===== config.mk =====
export PLATFORM = sky130hd
export DESIGN_NAME = vga_sram_pixel_fetch
export DESIGN_NICKNAME = d
export VERILOG_FILES = /design/src/rtl/vga_fetch_pkg.sv /design/src/rtl/vga_wr_fifo.sv /design/src/rtl/vga_sram_pixel_fetch.sv
export SDC_FILE = /design/constraint.sdc
export NUM_CORES = 1
export LEC_CHECK = 0
export CAP_MARGIN = 10
export CORE_UTILIZATION = 55
export DETAILED_ROUTE_END_ITERATION = 6
export GPL_TIMING_DRIVEN = 0
export PLACE_DENSITY = 0.87
export SLEW_MARGIN = 15
export SYNTH_ARGS = -nofsm -noshare
export SYNTH_HDL_FRONTEND = slang
export SYNTH_SLANG_ARGS = --single-unit

===== constraint.sdc =====
create_clock -name mCLK -period 7.15 [get_ports mCLK]
set_clock_uncertainty 0.15 [all_clocks]
set_input_delay 1.0725 -clock mCLK [delete_from_list [all_inputs] [get_ports mCLK]]
set_output_delay 1.0725 -clock mCLK [all_outputs]
set_load 0.03 [all_outputs]

===== src/rtl/vga_fetch_pkg.sv =====
// -----------------------------------------------------------------------------
// vga_fetch_pkg
// Shared types and helpers for the VGA frame-buffer fetch stage:
//   fetch_state_e    - SRAM access sequencer states
//   PIPE_LATENCY     - fixed read latency (address edge to colour edge)
//   rgb565_to_rgb30  - RGB565 to 3x10-bit colour expansion by bit replication
// -----------------------------------------------------------------------------
package vga_fetch_pkg;

  typedef enum logic [1:0] {
    IDLE      = 2'd0,
    WR_SETUP  = 2'd1,
    WR_STROBE = 2'd2,
    WR_HOLD   = 2'd3
  } fetch_state_e;

  localparam int PIPE_LATENCY = 2;

  // Replicating the top bits into the low bits maps full-scale 5/6-bit values
  // to full-scale 10-bit values (0x1F -> 0x3FF, 0x3F -> 0x3FF).
  function automatic logic [29:0] rgb565_to_rgb30(input logic [15:0] pix);
    return {pix[15:11], pix[15:11],
            pix[10:5],  pix[10:7],
            pix[4:0],   pix[4:0]};
  endfunction

endpackage


===== src/rtl/vga_wr_fifo.sv =====
// -----------------------------------------------------------------------------
// vga_wr_fifo
// Synchronous FIFO buffering host writes until the SRAM is free.
//   mCLK, iRST_N : clock, async active-low reset (pointers/occupancy only)
//   push, wdata  : enqueue one entry (caller guarantees not full)
//   pop          : dequeue head entry (caller guarantees not empty)
//   rdata        : current head entry (combinational)
//   level        : registered occupancy, 0..DEPTH
//   full, empty  : occupancy flags
// -----------------------------------------------------------------------------
module vga_wr_fifo #(
  parameter  int WIDTH = 34,
  parameter  int DEPTH = 4,
  localparam int PTR_W = $clog2(DEPTH),
  localparam int LVL_W = $clog2(DEPTH) + 1
) (
  input  logic             mCLK,
  input  logic             iRST_N,
  input  logic             push,
  input  logic [WIDTH-1:0] wdata,
  input  logic             pop,
  output logic [WIDTH-1:0] rdata,
  output logic [LVL_W-1:0] level,
  output logic             full,
  output logic             empty
);

  logic [WIDTH-1:0] mem [DEPTH];
  logic [PTR_W-1:0] wr_ptr;
  logic [PTR_W-1:0] rd_ptr;
  logic [LVL_W-1:0] count;

  // NOTE: storage array deliberately has no reset; the pointers and count
  // define which entries are valid, so stale contents are never observed.
  always_ff @(posedge mCLK) begin
    if (push) mem[wr_ptr] <= wdata;
  end

  // NOTE: sequential state uses non-blocking assignments so every register
  // samples pre-edge values, independent of block evaluation order.
  always_ff @(posedge mCLK or negedge iRST_N) begin
    if (!iRST_N) begin
      wr_ptr <= '0;
      rd_ptr <= '0;
      count  <= '0;
    end else begin
      if (push) wr_ptr <= wr_ptr + PTR_W'(1);
      if (pop)  rd_ptr <= rd_ptr + PTR_W'(1);
      unique case ({push, pop})
        2'b10:   count <= count + LVL_W'(1);
        2'b01:   count <= count - LVL_W'(1);
        default: count <= count;  // idle, or push+pop cancel out
      endcase
    end
  end

  assign rdata = mem[rd_ptr];
  assign level = count;
  assign full  = (count == LVL_W'(DEPTH));
  assign empty = (count == '0);

endmodule


===== src/rtl/vga_sram_pixel_fetch.sv =====
// -----------------------------------------------------------------------------
// vga_sram_pixel_fetch
// Fetches RGB565 pixels from a single-port async SRAM for the VGA controller
// at a fixed 2-cycle latency, and drains host writes into the same SRAM
// whenever the display is not reading.
//   mCLK, iRST_N            : pixel clock, async active-low reset
//   iRead_EN, iAddress      : display pixel request (address sampled this edge)
//   oRed/oGreen/oBlue       : 10-bit expanded colour, valid 2 edges later
//   iWR_Valid/Addr/Data     : host write request into the FIFO
//   oWR_Ready, oFIFO_Level  : FIFO not full / occupancy
//   iClr_Status, oCollision : sticky flag, read requested during a write strobe
//   oSRAM_*, iSRAM_DQ       : SRAM address, data and strobes (DQ tristated above)
// -----------------------------------------------------------------------------
module vga_sram_pixel_fetch
  import vga_fetch_pkg::*;
#(
  parameter  int ADDR_W     = 18,
  parameter  int FIFO_DEPTH = 4,
  localparam int LVL_W      = $clog2(FIFO_DEPTH) + 1
) (
  input  logic              mCLK,
  input  logic              iRST_N,
  input  logic              iRead_EN,
  input  logic [19:0]       iAddress,
  output logic [9:0]        oRed,
  output logic [9:0]        oGreen,
  output logic [9:0]        oBlue,
  input  logic              iWR_Valid,
  input  logic [ADDR_W-1:0] iWR_Addr,
  input  logic [15:0]       iWR_Data,
  output logic              oWR_Ready,
  output logic [LVL_W-1:0]  oFIFO_Level,
  input  logic              iClr_Status,
  output logic              oCollision,
  output logic [ADDR_W-1:0] oSRAM_ADDR,
  input  logic [15:0]       iSRAM_DQ,
  output logic [15:0]       oSRAM_DQ,
  output logic              oSRAM_DQ_OE,
  output logic              oSRAM_WE_N,
  output logic              oSRAM_OE_N,
  output logic              oSRAM_CE_N,
  output logic              oSRAM_UB_N,
  output logic              oSRAM_LB_N
);

  // Only the low ADDR_W bits of the pixel address reach the SRAM.
  logic [19:0] unused_addr;
  assign unused_addr = iAddress;

  // ---------------------------------------------------------------- FIFO ----
  logic              fifo_push;
  logic              fifo_pop;
  logic              fifo_full;
  logic              fifo_empty;
  logic [ADDR_W+15:0] fifo_head;
  logic [ADDR_W-1:0] head_addr;
  logic [15:0]       head_data;

  assign fifo_push = iWR_Valid && !fifo_full;
  assign oWR_Ready = !fifo_full;
  assign {head_addr, head_data} = fifo_head;

  vga_wr_fifo #(
    .WIDTH (ADDR_W + 16),
    .DEPTH (FIFO_DEPTH)
  ) u_wr_fifo (
    .mCLK   (mCLK),
    .iRST_N (iRST_N),
    .push   (fifo_push),
    .wdata  ({iWR_Addr, iWR_Data}),
    .pop    (fifo_pop),
    .rdata  (fifo_head),
    .level  (oFIFO_Level),
    .full   (fifo_full),
    .empty  (fifo_empty)
  );

  // ----------------------------------------------------------- Sequencer ----
  fetch_state_e      state_q, state_d;
  logic [ADDR_W-1:0] addr_q, addr_d;
  logic [15:0]       wdata_q, wdata_d;
  logic              dq_oe_q, dq_oe_d;
  logic              we_n_q, we_n_d;
  logic              oe_n_q, oe_n_d;
  logic              rd_issue;   // a display read is launched this edge
  logic              collide;    // display read lost to a committed write

  // NOTE: every signal assigned here gets a default first, so no path
  // through the case leaves one unassigned and no latch is inferred.
  always_comb begin
    state_d  = state_q;
    addr_d   = addr_q;
    wdata_d  = wdata_q;
    dq_oe_d  = dq_oe_q;
    we_n_d   = we_n_q;
    oe_n_d   = oe_n_q;
    rd_issue = 1'b0;
    collide  = 1'b0;
    fifo_pop = 1'b0;

    unique case (state_q)
      IDLE: begin
        if (iRead_EN) begin
          addr_d   = iAddress[ADDR_W-1:0];
          oe_n_d   = 1'b0;
          dq_oe_d  = 1'b0;
          rd_issue = 1'b1;
        end else if (!fifo_empty) begin
          state_d = WR_SETUP;
          addr_d  = head_addr;
          wdata_d = head_data;
          dq_oe_d = 1'b1;
          oe_n_d  = 1'b1;
        end else begin
          oe_n_d = 1'b1;
        end
      end
      WR_SETUP: begin
        // Nothing has been strobed yet, so the write can yield to the display
        // and simply be retried later; its entry is still in the FIFO.
        if (iRead_EN) begin
          state_d  = IDLE;
          addr_d   = iAddress[ADDR_W-1:0];
          oe_n_d   = 1'b0;
          dq_oe_d  = 1'b0;
          rd_issue = 1'b1;
        end else begin
          state_d = WR_STROBE;
          we_n_d  = 1'b0;
        end
      end
      WR_STROBE: begin
        // The SRAM has latched the write once WE_N rises; retire the entry.
        state_d  = WR_HOLD;
        we_n_d   = 1'b1;
        fifo_pop = 1'b1;
        collide  = iRead_EN;
      end
      WR_HOLD: begin
        state_d = IDLE;
        dq_oe_d = 1'b0;
        collide = iRead_EN;
      end
      default: state_d = IDLE;
    endcase
  end

  always_ff @(posedge mCLK or negedge iRST_N) begin
    if (!iRST_N) begin
      state_q <= IDLE;
      addr_q  <= '0;
      wdata_q <= '0;
      dq_oe_q <= 1'b0;
      we_n_q  <= 1'b1;
      oe_n_q  <= 1'b1;
    end else begin
      state_q <= state_d;
      addr_q  <= addr_d;
      wdata_q <= wdata_d;
      dq_oe_q <= dq_oe_d;
      we_n_q  <= we_n_d;
      oe_n_q  <= oe_n_d;
    end
  end

  assign oSRAM_ADDR  = addr_q;
  assign oSRAM_DQ    = wdata_q;
  assign oSRAM_DQ_OE = dq_oe_q;
  assign oSRAM_WE_N  = we_n_q;
  assign oSRAM_OE_N  = oe_n_q;
  assign oSRAM_CE_N  = 1'b0;
  assign oSRAM_UB_N  = 1'b0;
  assign oSRAM_LB_N  = 1'b0;

  // ------------------------------------------------------- Read pipeline ----
  // Edge N: address out. Edge N+1: capture SRAM data. Edge N+2: colour out.
  // The issue flag travels alongside so slots without a read produce black.
  logic [PIPE_LATENCY-1:0] issue_pipe;
  logic [15:0]             dq_q;
  logic [29:0]             rgb_q;

  always_ff @(posedge mCLK or negedge iRST_N) begin
    if (!iRST_N) begin
      issue_pipe <= '0;
      dq_q       <= '0;
      rgb_q      <= '0;
      oCollision <= 1'b0;
    end else begin
      issue_pipe <= {issue_pipe[PIPE_LATENCY-2:0], rd_issue};
      dq_q       <= iSRAM_DQ;
      rgb_q      <= issue_pipe[PIPE_LATENCY-1] ? rgb565_to_rgb30(dq_q) : '0;
      if (collide)          oCollision <= 1'b1;  // set beats clear
      else if (iClr_Status) oCollision <= 1'b0;
    end
  end

  assign {oRed, oGreen, oBlue} = rgb_q;

endmodule


==> results.toml, run 1 <==
[route]
vias = 4582
routed_via_density = 5.53
route.detailed.drc = 17
drt-initial-drc-count = 337
wl_mm = 16.4
dr.pass1.iters = 7
wl_per_cell_um = 19.8
ant_nets = 0

[clocking]
insertion_delay_ns = 0.51
cts-buffers-inserted = 23
root_buffer = "clkbuf_16"
cts_resized = 0
htree_levels = 1
clock_path_buffers = 3
post_cts_buffers = 0
cts.sinks = 217
tritoncts = "done"
clkTransAtPathRegs_ns = 0.06
cts_hold_buf = 0

[setup_path]
cp-startpoint = "u_wr_fifo.level[0]"
r2r_cells = 9
r2r_start = "u_wr_fifo.level[0]"
setup.worst_path.start_class = "flop"
crit_path_max_fanout = 6
criticalPathCategory = "reg2out"
end_kind = "primary output"
worstPathRequired_ns = 5.93
reg2reg_to = "u_wr_fifo.level[2]"
r2r_setup_slack_ns = 4.69
cp.arrival_ns = 2.03

[die]
die_h_um = 125
coreArea_sq_um = 14700
die_w_um = 125
die_area_sq_um = 15700
initial_core_util_pct = 56.8
ioPinCount = 150
row_count = 44

[sta]
slew_violations = 0
final_hold_viol_count = 0
period_needed_ns = 3.25
hold_slack_ns = 0.194
slew_headroom_pct = 48.4
setup-tns-final_ns = 0
worst_slew_pin_slew_ns = 0.774
max_freq_ghz = 0.307
setup_viol = 0
post-route-period-util_pct = 45.5
rsz0062_at_grt = "false"

[job]
maxCapViolCount = 0

[power_and_ir_drop]
power_frac_seq_pct = 38.5
ir_worst_vdd_mv = 0.246
p_sw_share_pct = 31.7
clkPwrFrac_pct = 26.2
p_leak_nw = 4.08
p_switching_mw = 1.49
p_int_mw = 3.21
power_mw = 4.71
p_per_area_nw_per_um2 = 429
p_comb_share_pct = 35.3

[yosys]
ys_ff_latch = 217
synth_area_sq_um = 8360
ys_seq_area_share_pct = 73.2
async_flop_share_pct = 37.3
synth_cell_type_count = 43
yosysTopAreaCellShare_pct = 48.9
synth_top_flop_cell = "edfxtp_1"
syn_inst = 452
yosysWarnings = 0
ys_top_cells_by_area = "edfxtp_1, dfrtp_1, mux4_2"
syn_area_per_cell_sq_um = 18.5
yosys.area.top_type = "edfxtp_1"
synth_edf_count = 136

[worst_hold_path]
min_to = "issue_pipe[1]"
hp-class = "reg2reg"
min_path_cells = 0
hold_path_startpoint = "issue_pipe[0]"

[cells_and_area]
nets = 709
layout.cells.non_filler = 829
drive_gt1_share_pct = 20.6
final_core_util_pct = 74.7
area_growth_syn_to_layout_pct = 31.3
fill_cells = 830
diodes = 0

[place]
io_buffers = 144
place_hpwl_mm = 11.0
placedCellCount = 787
gp_congestion = 0.760

[global_routing]
grt_pass1_vias = 4826
grt_pass1_wl_mm = 26.0
track_usage_pct = 21.8
antenna_found_initial = 1
grt_max_degree = 61
grt_overflow_total = 0

[run_status]
status = "finished with violations"
failed_checks = "design-rule violations"
area by class of cell:
type / instances / area [sq um] / area share (%)
repair buffers: 149 / 1570 / 14.3
multi-input cells: 184 / 1870 / 17.1
plain buffers: 43 / 344 / 3.14
clock buffers: 33 / 673 / 6.13
well taps: 184 / 230 / 2.10
flip-flops and latches: 217 / 6110 / 55.7
inverters: 10 / 37.5 / 0.342
clock inverters: 9 / 134 / 1.22
worst max-delay path, cell delays in order, from the launching register on:
cell and delay (ns):
dfrtp_1 0.43, or3b_1 0.47, clkdlybuf4s50_1 0.63
sequential cells by signal, summed over array words and instances, names as in the netlist, named ones only:
register and count:
dq_q 16, issue_pipe 2, oCollision 1, oSRAM_ADDR 18, oSRAM_DQ 16, oSRAM_DQ_OE 1
oSRAM_OE_N 1, oSRAM_WE_N 1, rgb_q 16, state_q 1, u_wr_fifo.level 3, u_wr_fifo.mem 136
u_wr_fifo.rd_ptr 2, u_wr_fifo.wr_ptr 2
per-stage QoR:
stage	setup WS (ns)	area, sq um
finish	3.90	11000
global route	3.83	11000
CTS	3.88	11000
detailed placement	3.94	10200
global placement	1.99	10000
floorplan	4.53	8360
cells in the final DEF, fill, tap and decap left out, types with 6 or more instances in the layout:
| master | n |
|---|---|
| a31oi_1 | 35 |
| and2_1 | 17 |
| buf_4 | 20 |
| clkbuf_1 | 7 |
| clkbuf_16 | 23 |
| clkbuf_8 | 11 |
| clkdlybuf4s50_1 | 143 |
| dfrtp_1 | 79 |
| edfxtp_1 | 136 |
| inv_1 | 9 |
| mux2_2 | 17 |
| mux4_1 | 6 |
| mux4_2 | 28 |
| nand3b_1 | 18 |
| o21ai_0 | 20 |
Yosys cell counts, drive strengths merged, types with 2 or more instances:
library cell / instances
o21ai: 20
mux4: 34
mux2: 17
xor2: 2
ha: 5
nand2b: 2
and3: 5
xnor2: 4
nor2b: 2
buf: 32
nand2: 2
inv: 9
a21oi: 2
nand3b: 18
or4: 2
nor2: 5
and2: 17
a31oi: 36
dfstp: 2
dfrtp: 79
clkbuf: 9
edfxtp: 136
logic make-up after synthesis:
logic type / synth area share [%]
AOI/OAI and AO/OA: 4.37
xor gates and xnor gates: 0.629
adders and majority gates: 0.988
buffers and inverters: 4.57
DFF: 73.2
muxes: 11.8
other: 0.0449
and+or+nand+nor: 4.39
power by group through the flow:
stage	clock network (mW)	logic, mW	registers [mW]
2_1_floorplan	0	0.812	2.06
3_5_place_dp	0	1.67	1.83
6_report	1.23	1.66	1.81
4_1_cts	1.25	1.68	1.82
5_1_grt	1.30	1.78	1.85
3_3_place_gp	0	1.58	1.82
worst max-delay path by stage:
stage	endpoint	slack, ns	depth (start not counted)
2_1_floorplan	u_wr_fifo.level[2]	4.53	9
3_3_place_gp	oSRAM_DQ[9]	1.99	1
3_5_place_dp	oSRAM_ADDR[10]	3.94	7
4_1_cts	oWR_Ready	3.88	2
5_1_grt	oWR_Ready	3.83	2
6_report	oWR_Ready	3.90	2
metal layers:
metal | wire [um] | up-vias | global-route usage [%]
met5 | 13 | - | 0
met4 | 419 | 2 | 6.96
met3 | 1150 | 33 | 5.31
met2 | 8290 | 185 | 37.8
met1 | 6560 | 2284 | 27.2
li1 | - | 2078 | -
No activity file was read; power rests on OpenSTA's default activity.
==> run 2, diff against run 1 <==
--- a/config.mk
+++ b/config.mk
@@ -6,10 +6,10 @@
 export NUM_CORES = 1
 export LEC_CHECK = 0
 export CAP_MARGIN = 10
-export CORE_UTILIZATION = 55
+export CORE_UTILIZATION = 52
 export DETAILED_ROUTE_END_ITERATION = 6
 export GPL_TIMING_DRIVEN = 0
-export PLACE_DENSITY = 0.87
+export PLACE_DENSITY = 0.83
 export SLEW_MARGIN = 15
 export SYNTH_ARGS = -nofsm -noshare
 export SYNTH_HDL_FRONTEND = slang
==> constraint.sdc (replaced) <==
create_clock -name mCLK -period 3.41 [get_ports mCLK]
set_clock_uncertainty 0.15 [all_clocks]
set_input_delay 0.5115 -clock mCLK [delete_from_list [all_inputs] [get_ports mCLK]]
set_output_delay 0.5115 -clock mCLK [all_outputs]
set_load 0.03 [all_outputs]
==> run 2 against run 1 <==
The run now ends clean. Total power increased by 100%. Clock power increased by 84%. Routed wire length increased by 5.9%. Critical path type unchanged. Largest power group unchanged.
==> results.toml, run 2 (synthesis results as in run 1) <==
[cells_and_area]
top_register = "u_wr_fifo.mem"
final-seq-area_sq_um = 6110
nets = 710
drive_gt1_share_pct = 19.5
final_core_util_pct = 70.7
fill_cells = 1018
area_growth_syn_to_layout_pct = 30.5
final_common_cell = "clkdlybuf4s50_1"
diodes = 0
largest_register_ffs = 136
final_cell_mix = "clkdlybuf4s50_1, edfxtp_1, dfrtp_1"
multiInputGateArea_sq_um = 1870

[sta]
period_needed_ns = 2.75
slew_violations = 0
setup-tns-final_ns = 0
final_hold_viol_count = 0
post-route-period-util_pct = 80.7
rsz0062_at_grt = "false"
setup_ws_ns = 0.658
max_freq_ghz = 0.363
hold_slack_ns = 0.213
setup_viol = 0
slew_headroom_pct = 54.2
worst_slew_pin_slew_ns = 0.687

[power_and_ir_drop]
ir_worst_vdd_mv = 0.492
p_leak_nw = 4.04
power_mw = 9.62
p_per_area_nw_per_um2 = 882

[setup_path]
crit_path_max_fanout = 6
end_kind = "primary output"
setup.worst_path.start_class = "flop"
r2r_start = "u_wr_fifo.level[0]"
r2r_setup_slack_ns = 0.84
endpoint = "oWR_Ready"
worstPathRequired_ns = 2.75
cp-startpoint = "u_wr_fifo.level[0]"
cp.arrival_ns = 2.09
reg2reg_to = "u_wr_fifo.level[2]"
r2r_cells = 9
criticalPathCategory = "reg2out"

[die]
die_h_um = 129
coreArea_sq_um = 15400
initial_core_util_pct = 54.2
die_area_sq_um = 16600
die_w_um = 129
ioPinCount = 150
row_count = 45

[route]
drt-initial-drc-count = 322
ant_nets = 0
route.detailed.drc = 0
wl_mm = 17.4
vias = 4760
wl_per_cell_um = 20.3
dr.pass1.iters = 5
routed_via_density = 5.56

[global_routing]
grt_pass1_vias = 5015
grt_max_degree = 56
grt_pass1_wl_mm = 27.2
antenna_found_initial = 0
grt_overflow_total = 0
track_usage_pct = 22.0

[clocking]
post_cts_buffers = 0
cts.sinks = 217
htree_levels = 1
tritoncts = "done"
clock_path_buffers = 3
insertion_delay_ns = 0.50
root_buffer = "clkbuf_16"
clkTransAtPathRegs_ns = 0.06
cts_hold_buf = 1
cts_resized = 0
cts-buffers-inserted = 23

[place]
gp_congestion = 0.880
io_buffers = 144
place_hpwl_mm = 11.5
dp_slack_ns = 0.758

[worst_hold_path]
hp-class = "reg2reg"

[run_status]
status = "finished, final reports clean"

[job]
maxCapViolCount = 0
## run 2: cell types whose count changed in the layout (fill, tap and decap cells not counted), sizes merged
cell         change
inv              -1
clkinv          +12
clkinvlp         -1
clkbuf           -9
dlygate4sd3      +1
bufinv           -2
## run 2: stage by stage
stage / instances / area, sq um
detailed placement: 814 / 10200
finish: 856 / 10900
floorplan: 454 / 8360
CTS: 856 / 10900
global route: 856 / 10900
global placement: 809 / 10100
## run 2: area by class of cell
type	count	area share (%)
Buffer	43	3.16
Tap cell	211	2.42
Clock inverter	17	0.964
Multi-Input combinational cell	184	17.2
Timing Repair Buffer	150	14.6
Sequential cell	217	56.1
Inverter	10	0.344
Clock buffer	24	5.31
## run 2: worst min-delay path by stage
stage	from	endpoint	slack [ns]	cells past startpoint
floorplan	iRST_N	asynchronous set/reset pin	0.07	0
global placement	issue_pipe[0]	issue_pipe[1]	0.19	0
detailed placement	issue_pipe[0]	issue_pipe[1]	0.19	0
CTS	issue_pipe[0]	issue_pipe[1]	0.21	0
global route	issue_pipe[0]	issue_pipe[1]	0.21	0
finish	issue_pipe[0]	issue_pipe[1]	0.21	0
## run 2: metal layers
layer	vias to the layer above	share of wire [%]	GRT usage [%]
li1	2085	-	-
met1	2426	39	27.7
met2	219	51	38.1
met3	30	7.1	4.37
met4	0	2.4	7.82
met5	-	0	0
## run 2: where the power goes
| part | switching [mW] | total [mW] | internal (mW) |
|---|---|---|---|
| Clock | 0.956 | 2.26 | 1.30 |
| Sequential | 0.304 | 3.81 | 3.51 |
| Combinational | 1.91 | 3.55 | 1.63 |
| Total | 3.17 | 9.62 | 6.44 |
## run 2: critical path, stage by stage (launching register included)
cell and delay (ns):
dfrtp_1 0.46, or3b_1 0.49, clkdlybuf4s50_1 0.64
